### src/rtl/instr_arbiter.sv
// Round-robin arbiter for three instruction sources feeding a router.
// Each grant runs IDLE -> ISSUE -> GAP; an illegal destination is dropped straight to GAP.
module instr_arbiter #(
   parameter int WIDTH = 32
) (
   input  logic             clk,
   input  logic             rst_n,
   input  logic [2:0]       req,
   input  logic [WIDTH-1:0] instr_0,
   input  logic [WIDTH-1:0] instr_1,
   input  logic [WIDTH-1:0] instr_2,
   input  logic [1:0]       dest_0,
   input  logic [1:0]       dest_1,
   input  logic [1:0]       dest_2,
   output logic [2:0]       ack,
   output logic             new_instr,
   output logic [1:0]       enable,
   output logic [WIDTH-1:0] out_instr,
   output logic             busy,
   output logic             drop_err,
   output logic [15:0]      issue_count
);

   typedef enum logic [1:0] {IDLE, ISSUE, GAP} state_t;

   state_t           r_state;
   logic [1:0]       r_last_grant;
   logic [WIDTH-1:0] r_word;
   logic [1:0]       r_dest;
   logic [2:0]       r_ack;
   logic             r_new_instr;
   logic [1:0]       r_enable;
   logic [WIDTH-1:0] r_out_instr;
   logic             r_busy;
   logic             r_drop_err;
   logic [15:0]      r_issue_count;

   logic [1:0]       w_start;
   logic [2:0]       w_rot;
   logic [1:0]       w_off;
   logic [2:0]       w_sum;
   logic [1:0]       w_win;
   logic [WIDTH-1:0] w_instr;
   logic [1:0]       w_dest;

   // Rotate req so bit 0 is the first candidate after the last grant.
   always_comb begin
      w_start = (r_last_grant == 2'd2) ? 2'd0 : r_last_grant + 2'd1;
      case (w_start)
         2'd1:    w_rot = {req[0], req[2], req[1]};
         2'd2:    w_rot = {req[1], req[0], req[2]};
         default: w_rot = req;
      endcase
      if (w_rot[0])      w_off = 2'd0;
      else if (w_rot[1]) w_off = 2'd1;
      else               w_off = 2'd2;
      w_sum = {1'b0, w_start} + {1'b0, w_off};
      w_win = (w_sum >= 3'd3) ? 2'(w_sum - 3'd3) : w_sum[1:0];
      case (w_win)
         2'd1:    begin w_instr = instr_1; w_dest = dest_1; end
         2'd2:    begin w_instr = instr_2; w_dest = dest_2; end
         default: begin w_instr = instr_0; w_dest = dest_0; end
      endcase
   end

   always_ff @(posedge clk or negedge rst_n) begin
      if (!rst_n) begin
         r_state       <= IDLE;
         r_last_grant  <= 2'd2;
         r_word        <= '0;
         r_dest        <= 2'b00;
         r_ack         <= 3'b000;
         r_new_instr   <= 1'b0;
         r_enable      <= 2'b00;
         r_out_instr   <= '0;
         r_busy        <= 1'b0;
         r_drop_err    <= 1'b0;
         r_issue_count <= 16'h0000;
      end else begin
         r_ack       <= 3'b000;
         r_new_instr <= 1'b0;
         r_enable    <= 2'b00;
         r_out_instr <= '0;
         r_drop_err  <= 1'b0;
         case (r_state)
            IDLE: begin
               if (|req) begin
                  r_ack        <= 3'b001 << w_win;
                  r_last_grant <= w_win;
                  r_word       <= w_instr;
                  r_dest       <= w_dest;
                  r_busy       <= 1'b1;
                  if (w_dest == 2'b11) begin
                     r_drop_err <= 1'b1;
                     r_state    <= GAP;
                  end else begin
                     r_state    <= ISSUE;
                  end
               end
            end
            ISSUE: begin
               r_new_instr   <= 1'b1;
               r_enable      <= r_dest;
               r_out_instr   <= r_word;
               r_issue_count <= r_issue_count + 16'h0001;
               r_busy        <= 1'b1;
               r_state       <= GAP;
            end
            GAP: begin
               r_busy  <= 1'b0;
               r_state <= IDLE;
            end
            default: begin
               r_busy  <= 1'b0;
               r_state <= IDLE;
            end
         endcase
      end
   end

   assign ack         = r_ack;
   assign new_instr   = r_new_instr;
   assign enable      = r_enable;
   assign out_instr   = r_out_instr;
   assign busy        = r_busy;
   assign drop_err    = r_drop_err;
   assign issue_count = r_issue_count;

endmodule

### config.mk
export PLATFORM = sky130hd
export DESIGN_NAME = instr_arbiter
export DESIGN_NICKNAME = d
export VERILOG_FILES = /design/src/rtl/instr_arbiter.sv
export SDC_FILE = /design/constraint.sdc
export NUM_CORES = 1
export LEC_CHECK = 0
export ABC_AREA = 1
export BUFFER_PORTS_ARGS = -buffer_cell sky130_fd_sc_hd__buf_4
export CAP_MARGIN = 20
export CORE_AREA = 3 3 96 98
export CTS_BUF_LIST = sky130_fd_sc_hd__clkbuf_16
export DETAILED_ROUTE_END_ITERATION = 10
export DIE_AREA = 0 0 99 101
export PLACE_DENSITY = 0.84
export SKIP_LAST_GASP = 1
export SYNTH_ARGS = -nofsm -noshare
export SYNTH_HDL_FRONTEND = slang
export SYNTH_SLANG_ARGS = --single-unit
### constraint.sdc
create_clock -name clk -period 5.2 [get_ports clk]
set_clock_uncertainty 0.05 [all_clocks]
set_input_delay 1.3 -clock clk [delete_from_list [all_inputs] [get_ports clk]]
set_output_delay 1.3 -clock clk [all_outputs]
set_load 0.01 [all_outputs]
==> run summary <==
later-pin clock latency in the skew report: 0.33 ns
die height: 101 um
crit path time final: 4.35 ns
Remaining Overflow, GRT: 0
Placer Congestion: 0.879
DR vias/cell: 5.07
synth top area cells: dfrtp_1, nand2_1, a21oi_1
Top FF cell, synth: dfrtp_1
Post-Syn Area: 4490 sq um
Hold Fails Final Rpt: 0
CTS resizes: 0
reg2reg path depth: 17
Data required, critical path: 5.34 ns
post-route design area: 6010 sq um
Startpoint Class: input port
DRC Markers: 0
GRT busiest layer: met2
Worst R2R Start: r_last_grant[1]$_DFFE_PN1P_
top cell type's share of synthesized area: 51.8%
Sum Neg Setup Slack: 0 ns
met2 Resource Use GR: 36.3%
Clk pin slew, worst setup/hold paths: 0.06 ns
Layout Area Growth over Synthesis: 34.0%
Avg Cell Area, Syn: 8.57 sq um
top post-synthesis cells by count: nand2_1, dfrtp_1, a21oi_1, inv_1, nor2_1
global-route usage over all layers: 21.6%
total of max-cap violations: 0
Total Nets Final: 792
Post-Route WL: 10.9 mm
Final setup viols: 0
Netlist cell types: 33
initial cell density of the core: 52.5%
Max clock buf depth: 2
Core ar.: 8550 sq um
clock sink count: 94
WS Path Type: in -> reg
Slew @ Worst Pin: 0.742 ns
Post-synth ARST share: 100%
cells after synthesis: 524
final cell count without fillers: 791
grt met3 use: 6.57%
# port buffers: 162
Post-Place Cells: 774
CTS tree: done
ant diodes: 0
crit path DAT: 4.50 ns
Ports: 163
wire per inst: 13.8 um
first-pass GRT wire length: 17.1 mm
Hold Path Cell Cnt: 2
die area: 10000 sq um
share of layout cells above drive strength 1: 32.1%
Slew headroom: 50.5%
reg-to-reg endpoint: r_word[19]$_DFFE_PN0P_
H-tree depth: 3
CP Max Fanout: 25
Synth Warn #: 0
Mapped Nets: 638
Max Freq: 230 MHz
Hold Crit Class: reg -> reg
HP Start: r_word[13]$_DFFE_PN0P_
Worst Hold Endpoint: r_word[13]$_DFFE_PN0P_
r2r setup slk: 1.25 ns
sequential area share after synthesis: 52.4%
vias in the first global route: 3784
Root Buffer: clkbuf_16
DRT Pass-1 Iters: 4
RSZ-0062 raised after global routing: false
largest area contributor in the netlist: dfrtp_1
crit path capture type: flip-flop
Placement Cell Area: 5720 sq um
via count: 4009
largest net degree at the start of global routing: 72
Tcrit/Tclk final: 83.7%
Slew Limit Fails: 0
total CTS buffers: 9
Iter 0 DRT Violations: 138
hold buffers post-CTS: 0
Post-DRT Antenna Nets: 0
dpl hpwl: 8.26 mm
Std-Cell Rows: 34
count leader, synth: nand2_1
Die Wd: 99 um
post-place setup slack: 0.156 ns
Post-synth EDFFs: 0
Fill cells: 645
GRT met1 Usage: 25.9%
fin worst setup slack: 0.848 ns
initial antenna violation count: 0
Seq cells post-synth: 94
Post-CTS Setup Inserts: 0
outcome: finished clean
## metal layers
layer	wire length (um)	part of all wire, %
met3	918	8.4
met5	0	0
met1	4250	39
met2	5440	50
met4	330	3.0
## registers in the layout, indices dropped and copies added (netlist names)
signal	cells
ack	3
busy	1
drop_err	1
enable	2
issue_count	16
new_instr	1
out_instr	32
r_dest	2
r_last_grant	2
r_state	2
r_word	32
## through the flow
step | util, % | hold WS, ns
final | 70.3 | 0.434
after global placement | 66.9 | 0.415
after detailed placement | 66.9 | 0.420
after floorplan | - | 0.403
after CTS | 70.0 | 0.434
after global routing | 70.3 | 0.461
## placed cells by master (no fill, tap or decap), types with 2 or more instances in the layout
cell and instances:
nand4_1 7, xnor2_1 7, inv_1 58, clkinv_2 2, nand3_1 11, clkinv_1 2, nor2_2 3, o21ai_1 12
nor3_4 2, o21ai_2 20, clkinv_4 2, nor2_4 2, inv_2 3, dfrtp_1 93, a21oi_1 69, nand2_2 3
nor2_1 44, xor2_1 3, nand2_1 141, o21ai_0 5, clkbuf_16 9, buf_4 167, ha_1 6
## kinds of logic after synthesis
group	synth area share (%)
and+or+nand+nor	20.4
buffers and inverters	9.28
DFF	52.4
adders and majority gates	2.12
xor gates and xnor gates	1.95
AOI/OAI and AO/OA	13.9
## worst max-delay path, stage by stage
cell and delay [ns]:
buf_4 0.10, inv_1 0.05, nand2_1 0.06, o221ai_1 0.14, nor2_1 0.13, ha_1 0.15
inv_1 0.04, fa_1 0.47, inv_1 0.07, ha_1 0.17, nand3b_1 0.20, o21ai_0 0.45
ha_1 0.37, inv_2 0.14, buf_4 0.28, a21oi_1 0.07, a21oi_1 0.22, o21ai_2 0.07
## how the worst max path moves through the flow
| stage | slack [ns] | start | endpoint | cells after the start |
|---|---|---|---|---|
| 2_1_floorplan | 1.11 | req[2] | r_word[11]$_DFFE_PN0P_ | 17 |
| 3_3_place_gp | 0.41 | req[2] | drop_err$_DFF_PN0_ | 19 |
| 3_5_place_dp | 0.16 | req[2] | r_state[1]$_DFFE_PN0P_ | 19 |
| 4_1_cts | 0.50 | req[2] | r_state[1]$_DFFE_PN0P_ | 19 |
| 5_1_grt | 0.63 | req[2] | r_word[19]$_DFFE_PN0P_ | 18 |
| 6_report | 0.85 | req[2] | r_word[19]$_DFFE_PN0P_ | 18 |
## final cells by class
| type | count | area (sq um) | area share (%) |
|---|---|---|---|
| Multi-Input combinational cell | 342 | 1720 | 28.6 |
| Clock buffer | 9 | 225 | 3.74 |
| Timing Repair Buffer | 169 | 1300 | 21.6 |
| Clock inverter | 7 | 42.5 | 0.707 |
| Sequential cell | 94 | 2350 | 39.1 |
| Inverter | 62 | 238 | 3.95 |
| Tap cell | 108 | 135 | 2.25 |
Power is not shown: default switching activity piles up to over one toggle a cycle in this logic, so the estimate is an artifact.
